$ cat config.mk
export PLATFORM = sky130hd
export DESIGN_NAME = mem_arbiter
export DESIGN_NICKNAME = d
export VERILOG_FILES = /design/src/rtl/mem_arbiter.sv
export SDC_FILE = /design/constraint.sdc
export NUM_CORES = 1
export LEC_CHECK = 0
export BUFFER_PORTS_ARGS = -buffer_cell sky130_fd_sc_hd__buf_2
export CORE_MARGIN = 4
export CORE_UTILIZATION = 49
export DETAILED_ROUTE_END_ITERATION = 10
export PLACE_DENSITY = 0.95
export REMOVE_ABC_BUFFERS = 1
export SYNTH_ARGS = -nofsm -noshare
export SYNTH_HDL_FRONTEND = slang
export SYNTH_SLANG_ARGS = --single-unit
$ cat constraint.sdc
create_clock -name clk -period 4.85 [get_ports clk]
set_input_delay 0.97 -clock clk [delete_from_list [all_inputs] [get_ports clk]]
set_output_delay 0.97 -clock clk [all_outputs]
set_load 0.005 [all_outputs]
$ cat src/rtl/mem_arbiter.sv
// mem_arbiter: round-robin arbiter sharing one data memory between an
// instruction-fetch port (I) and a load/store port (D).
//
// Ports:
//   clk, rst_n                      clock, async active-low reset
//   i_req/i_addr                    fetch request (word read)
//   i_ack/i_err/i_rdata             fetch completion, misalign flag, data
//   d_req/d_we/d_funct3/d_addr/     data request, RISC-V funct3,
//   d_wdata                         byte address, store data
//   d_ack/d_err/d_rdata             data completion, misalign flag, data
//   mem_read/mem_write/mem_funct3/  shared memory command, driven only
//   mem_addr/mem_wdata              while an access is in flight
//   mem_rdata                       combinational memory read data
module mem_arbiter #(
  parameter int ADDR_W = 6
) (
  input  logic              clk,
  input  logic              rst_n,
  input  logic              i_req,
  input  logic [ADDR_W-1:0] i_addr,
  output logic              i_ack,
  output logic              i_err,
  output logic [31:0]       i_rdata,
  input  logic              d_req,
  input  logic              d_we,
  input  logic [2:0]        d_funct3,
  input  logic [ADDR_W-1:0] d_addr,
  input  logic [31:0]       d_wdata,
  output logic              d_ack,
  output logic              d_err,
  output logic [31:0]       d_rdata,
  output logic              mem_read,
  output logic              mem_write,
  output logic [2:0]        mem_funct3,
  output logic [ADDR_W-1:0] mem_addr,
  output logic [31:0]       mem_wdata,
  input  logic [31:0]       mem_rdata
);

  localparam logic [1:0] S_IDLE = 2'd0;
  localparam logic [1:0] S_ACC  = 2'd1;
  localparam logic [1:0] S_RESP = 2'd2;

  // last_q/own_q: 0 = I port, 1 = D port
  logic [1:0]        state_q, state_d;
  logic              last_q, last_d;
  logic              own_q, own_d;
  logic [ADDR_W-1:0] addr_q, addr_d;
  logic [2:0]        f3_q, f3_d;
  logic              we_q, we_d;
  logic [31:0]       wd_q, wd_d;
  logic [31:0]       rd_q, rd_d;
  logic              err_q, err_d;

  logic              pick_d;
  logic [ADDR_W-1:0] sel_addr;
  logic [2:0]        sel_f3;
  logic              sel_we;
  logic [31:0]       sel_wd;
  logic              mis;

  // D wins when alone, or on a tie when I was granted last
  assign pick_d   = d_req & (~i_req | ~last_q);
  assign sel_addr = pick_d ? d_addr : i_addr;
  assign sel_f3   = pick_d ? d_funct3 : 3'b010;
  assign sel_we   = pick_d & d_we;
  assign sel_wd   = pick_d ? d_wdata : 32'd0;

  always_comb begin
    mis = 1'b0;
    case (sel_f3[1:0])
      2'b10:   mis = (sel_addr[1:0] != 2'b00);
      2'b01:   mis = sel_addr[0];
      default: mis = 1'b0;
    endcase
    // reserved encodings, and unsigned loads used as stores
    if (sel_f3 == 3'b011 || sel_f3[2:1] == 2'b11) mis = 1'b1;
    if (sel_f3[2:1] == 2'b10 && sel_we) mis = 1'b1;
  end

  always_comb begin
    state_d = state_q;
    last_d  = last_q;
    own_d   = own_q;
    addr_d  = addr_q;
    f3_d    = f3_q;
    we_d    = we_q;
    wd_d    = wd_q;
    rd_d    = rd_q;
    err_d   = err_q;
    unique case (state_q)
      S_IDLE: begin
        if (i_req | d_req) begin
          own_d   = pick_d;
          last_d  = pick_d;
          addr_d  = sel_addr;
          f3_d    = sel_f3;
          we_d    = sel_we;
          wd_d    = sel_wd;
          rd_d    = 32'd0;
          err_d   = mis;
          state_d = mis ? S_RESP : S_ACC;
        end
      end
      S_ACC: begin
        rd_d    = we_q ? 32'd0 : mem_rdata;
        state_d = S_RESP;
      end
      S_RESP: state_d = S_IDLE;
      default: state_d = S_IDLE;
    endcase
  end

  always_ff @(posedge clk or negedge rst_n) begin
    if (!rst_n) begin
      state_q <= S_IDLE;
      last_q  <= 1'b0;
      own_q   <= 1'b0;
      addr_q  <= '0;
      f3_q    <= 3'd0;
      we_q    <= 1'b0;
      wd_q    <= 32'd0;
      rd_q    <= 32'd0;
      err_q   <= 1'b0;
    end else begin
      state_q <= state_d;
      last_q  <= last_d;
      own_q   <= own_d;
      addr_q  <= addr_d;
      f3_q    <= f3_d;
      we_q    <= we_d;
      wd_q    <= wd_d;
      rd_q    <= rd_d;
      err_q   <= err_d;
    end
  end

  logic acc, resp;
  assign acc  = (state_q == S_ACC);
  assign resp = (state_q == S_RESP);

  assign mem_read   = acc & ~we_q;
  assign mem_write  = acc & we_q;
  assign mem_addr   = acc ? addr_q : '0;
  assign mem_funct3 = acc ? f3_q : 3'd0;
  assign mem_wdata  = acc ? wd_q : 32'd0;

  assign i_ack   = resp & ~own_q;
  assign i_err   = i_ack & err_q;
  assign i_rdata = i_ack ? rd_q : 32'd0;
  assign d_ack   = resp & own_q;
  assign d_err   = d_ack & err_q;
  assign d_rdata = d_ack ? rd_q : 32'd0;

endmodule
==> metrics.csv <==
metric,value,unit
die_width,95.8,um
dpl.hpwl,7.25,mm
ant_nets,0,
hold_slack,485,ps
cts-root-buf,clkbuf_8,
drc,0,
synthToLayoutAreaGrowth,30.8,%
die_h,95.8,um
use_met1,28.2,%
synth-seq-cells,78,
post_drt_wl_per_cell,16.2,um
drv_cap,0,
grt_antenna_before_repair,0,
path_buf_inv,2,
worstPathArrival,2180,ps
synth.distinct_cells,36,
finalClockSkew,13.8,ps
nets,603,
cts_resized,0,
seq_area_frac_synth,51.6,%
cts_buffer_depth,2,
critPathSlowestCell,nor2_2,
io_pins,195,
cts_num_sinks,78,
vias,3271,
finalMaxSlewViolations,0,
path_cells,"inv_2, nor2_2, and2_1, buf_2",
fp-row-count,31,
synth-async-reset-ratio,100,%
initial_core_util,51.3,%
io_buffers,194,
grt_util_met2,36.4,%
cp-end-kind,output pin,
status,"complete, no violations",
wirelength,10.0,mm
startpoint_type,register,
worst_pin_slew,1210,ps
synth_xor_area_share,0,%
first_global_vias,3274,
synth_area,3780,um^2
vias_per_cell,5.28,
clock_latency,350,ps
finalWeightedCongestion,0.828,
postCtsSetupBuffers,0,
core_area,7370,um^2
grt_first_pass_wirelength,15.7,mm
path_max_fanout,42,
grt_overflow_total,0,
synth_edf_count,0,
post-route-period-util,65.0,%
die_area,9180,um^2
htree_num_levels,3,
diodes,0,
power.density,479,nW/um^2
vdd_ir_drop_max,0.290,mV
synth_mux_area_share,1.59,%
met3_usage,5.79,%
placed_cells,604,
min_path_type,register to register,
synth_compound_area_share,18.9,%
hold_buffers,0,
path_delay_family,simple AND/OR/NAND/NOR gates,
avgSynthCellArea,11.3,um^2
cts_made_buffers,9,
grt_max_degree,79,
finalSetupViolCount,0,
clock.fmax,317,MHz
dr.first_iter.drc_count,84,
relSlewSlack,19.3,%
drive_gt1_share,43.4,%
required,3880,ps
criticalPathCategory,register to output pin,
hold_viol,0,
synth_top_family_by_area,simple AND/OR/NAND/NOR gates,
syn_inst,335,
final_core_util,67.1,%
finalNonFillerCells,620,
clk_pin_slew,90,ps
firstDrtPassIters,4,
setup_tns,0,ps
synthSimpleGateAreaFrac,22.3,%
top_usage_layer,met2,
period_minus_slack,3150,ps
track_usage,21.9,%
rsz0062_at_grt,false,
critPathMaxStageDelay,920,ps
yosys_warnings,0,
cellLeakagePower,2.82,nW
cts_tree,done,
synth_fa_ha_area_share,0.993,%
ys_dominant_reg_cell,dfrtp_1,
fill_cells,543,
-- cell usage in the layout (no fill, tap or decap), types with 3 or more instances in the layout --
cell type | netlist | final
a22o_1 | 66 | 66
mux2i_1 | 6 | 6
and2_1 | 108 | 108
ha_1 | 3 | 3
clkbuf_8 | 0 | 9
o21ai_0 | 8 | 8
dfrtp_1 | 78 | 78
buf_2 | 8 | 193
nand2_1 | 12 | 12
buf_4 | 3 | 4
-- final cells by class --
cell class / count / area (um^2) / area share [%]
Tap cell: 99 / 124 / 2.51
Clock buffer: 9 / 124 / 2.51
Inverter: 3 / 11.3 / 0.228
Clock inverter: 7 / 73.8 / 1.49
Sequential cell: 78 / 1950 / 39.5
Multi-Input combinational cell: 227 / 1660 / 33.6
Timing Repair Buffer: 197 / 996 / 20.2
-- report_power, final --
part / internal (mW) / leakage [nW] / switching (mW)
clock network: 0.239 / 0.0996 / 0.247
logic: 0.369 / 1.69 / 0.422
registers: 0.915 / 1.03 / 0.177
total: 1.52 / 2.82 / 0.846
-- registers in the layout, indices dropped and copies added, names as in the netlist --
name     flops
state_q      2
addr_q       6
own_q        1
err_q        1
we_q         1
rd_q        32
f3_q         3
wd_q        32
-- layer usage --
layer  vias to the layer above  wire length [um]  part of all wire, %
li1                       1528                 -                    -
met1                      1547              4030                   40
met2                       182              4820                   48
met3                        14              1070                   11
met4                         0               118                  1.2
met5                         -                 0                    0
-- cells in the mapped netlist (3+ instances only) --
cell type / number / area (um^2)
o21ai_0: 8 / 40.0
buf_2: 8 / 40.0
clkbuf_1: 11 / 41.3
buf_6: 4 / 45.0
and2_1: 108 / 676
buf_4: 3 / 22.5
mux2i_1: 6 / 60.1
a22o_1: 66 / 578
ha_1: 3 / 37.5
dfrtp_1: 78 / 1950
nand2_1: 12 / 45.0
-- worst min-delay path: stages, from the launching register on --
cell     delay (ps)
dfrtp_1         350
nand2_1          40
o21ai_0          60
-- path summary, 6_finish.rpt --
kind / slack, ps / cells past startpoint / startpoint / endpoint
hold / removal: 480 / 2 / addr_q[5] / addr_q[5]
setup / recovery: 1700 / 4 / state_q[0] / mem_wdata[24]
max in group asynchronous: 3470 / 1 / rst_n / rd_q[25]
setup reg to reg: 2330 / 7 / own_q / state_q[1]
hold reg to reg: 480 / 2 / addr_q[5] / addr_q[5]
min in group asynchronous: 770 / 1 / rst_n / addr_q[4]
-- metrics by stage --
step                      setup WS, ps  total power [mW]  cell area (um^2)
after floorplan                   2080              1.54              3620
after global placement            1780              1.84              4740
after detailed placement          1640              1.89              4740
after CTS                         1580              2.39              4940
after global routing              1430              2.53              4940
final                             1700              2.37              4940
-- cell families after synthesis --
group           Yosys count
mux                       6
simple gates            135
flops                    78
fa+ha+maj                 3
buf+inv                  30
compound gates           83
Power figures use the tool's default switching activity.
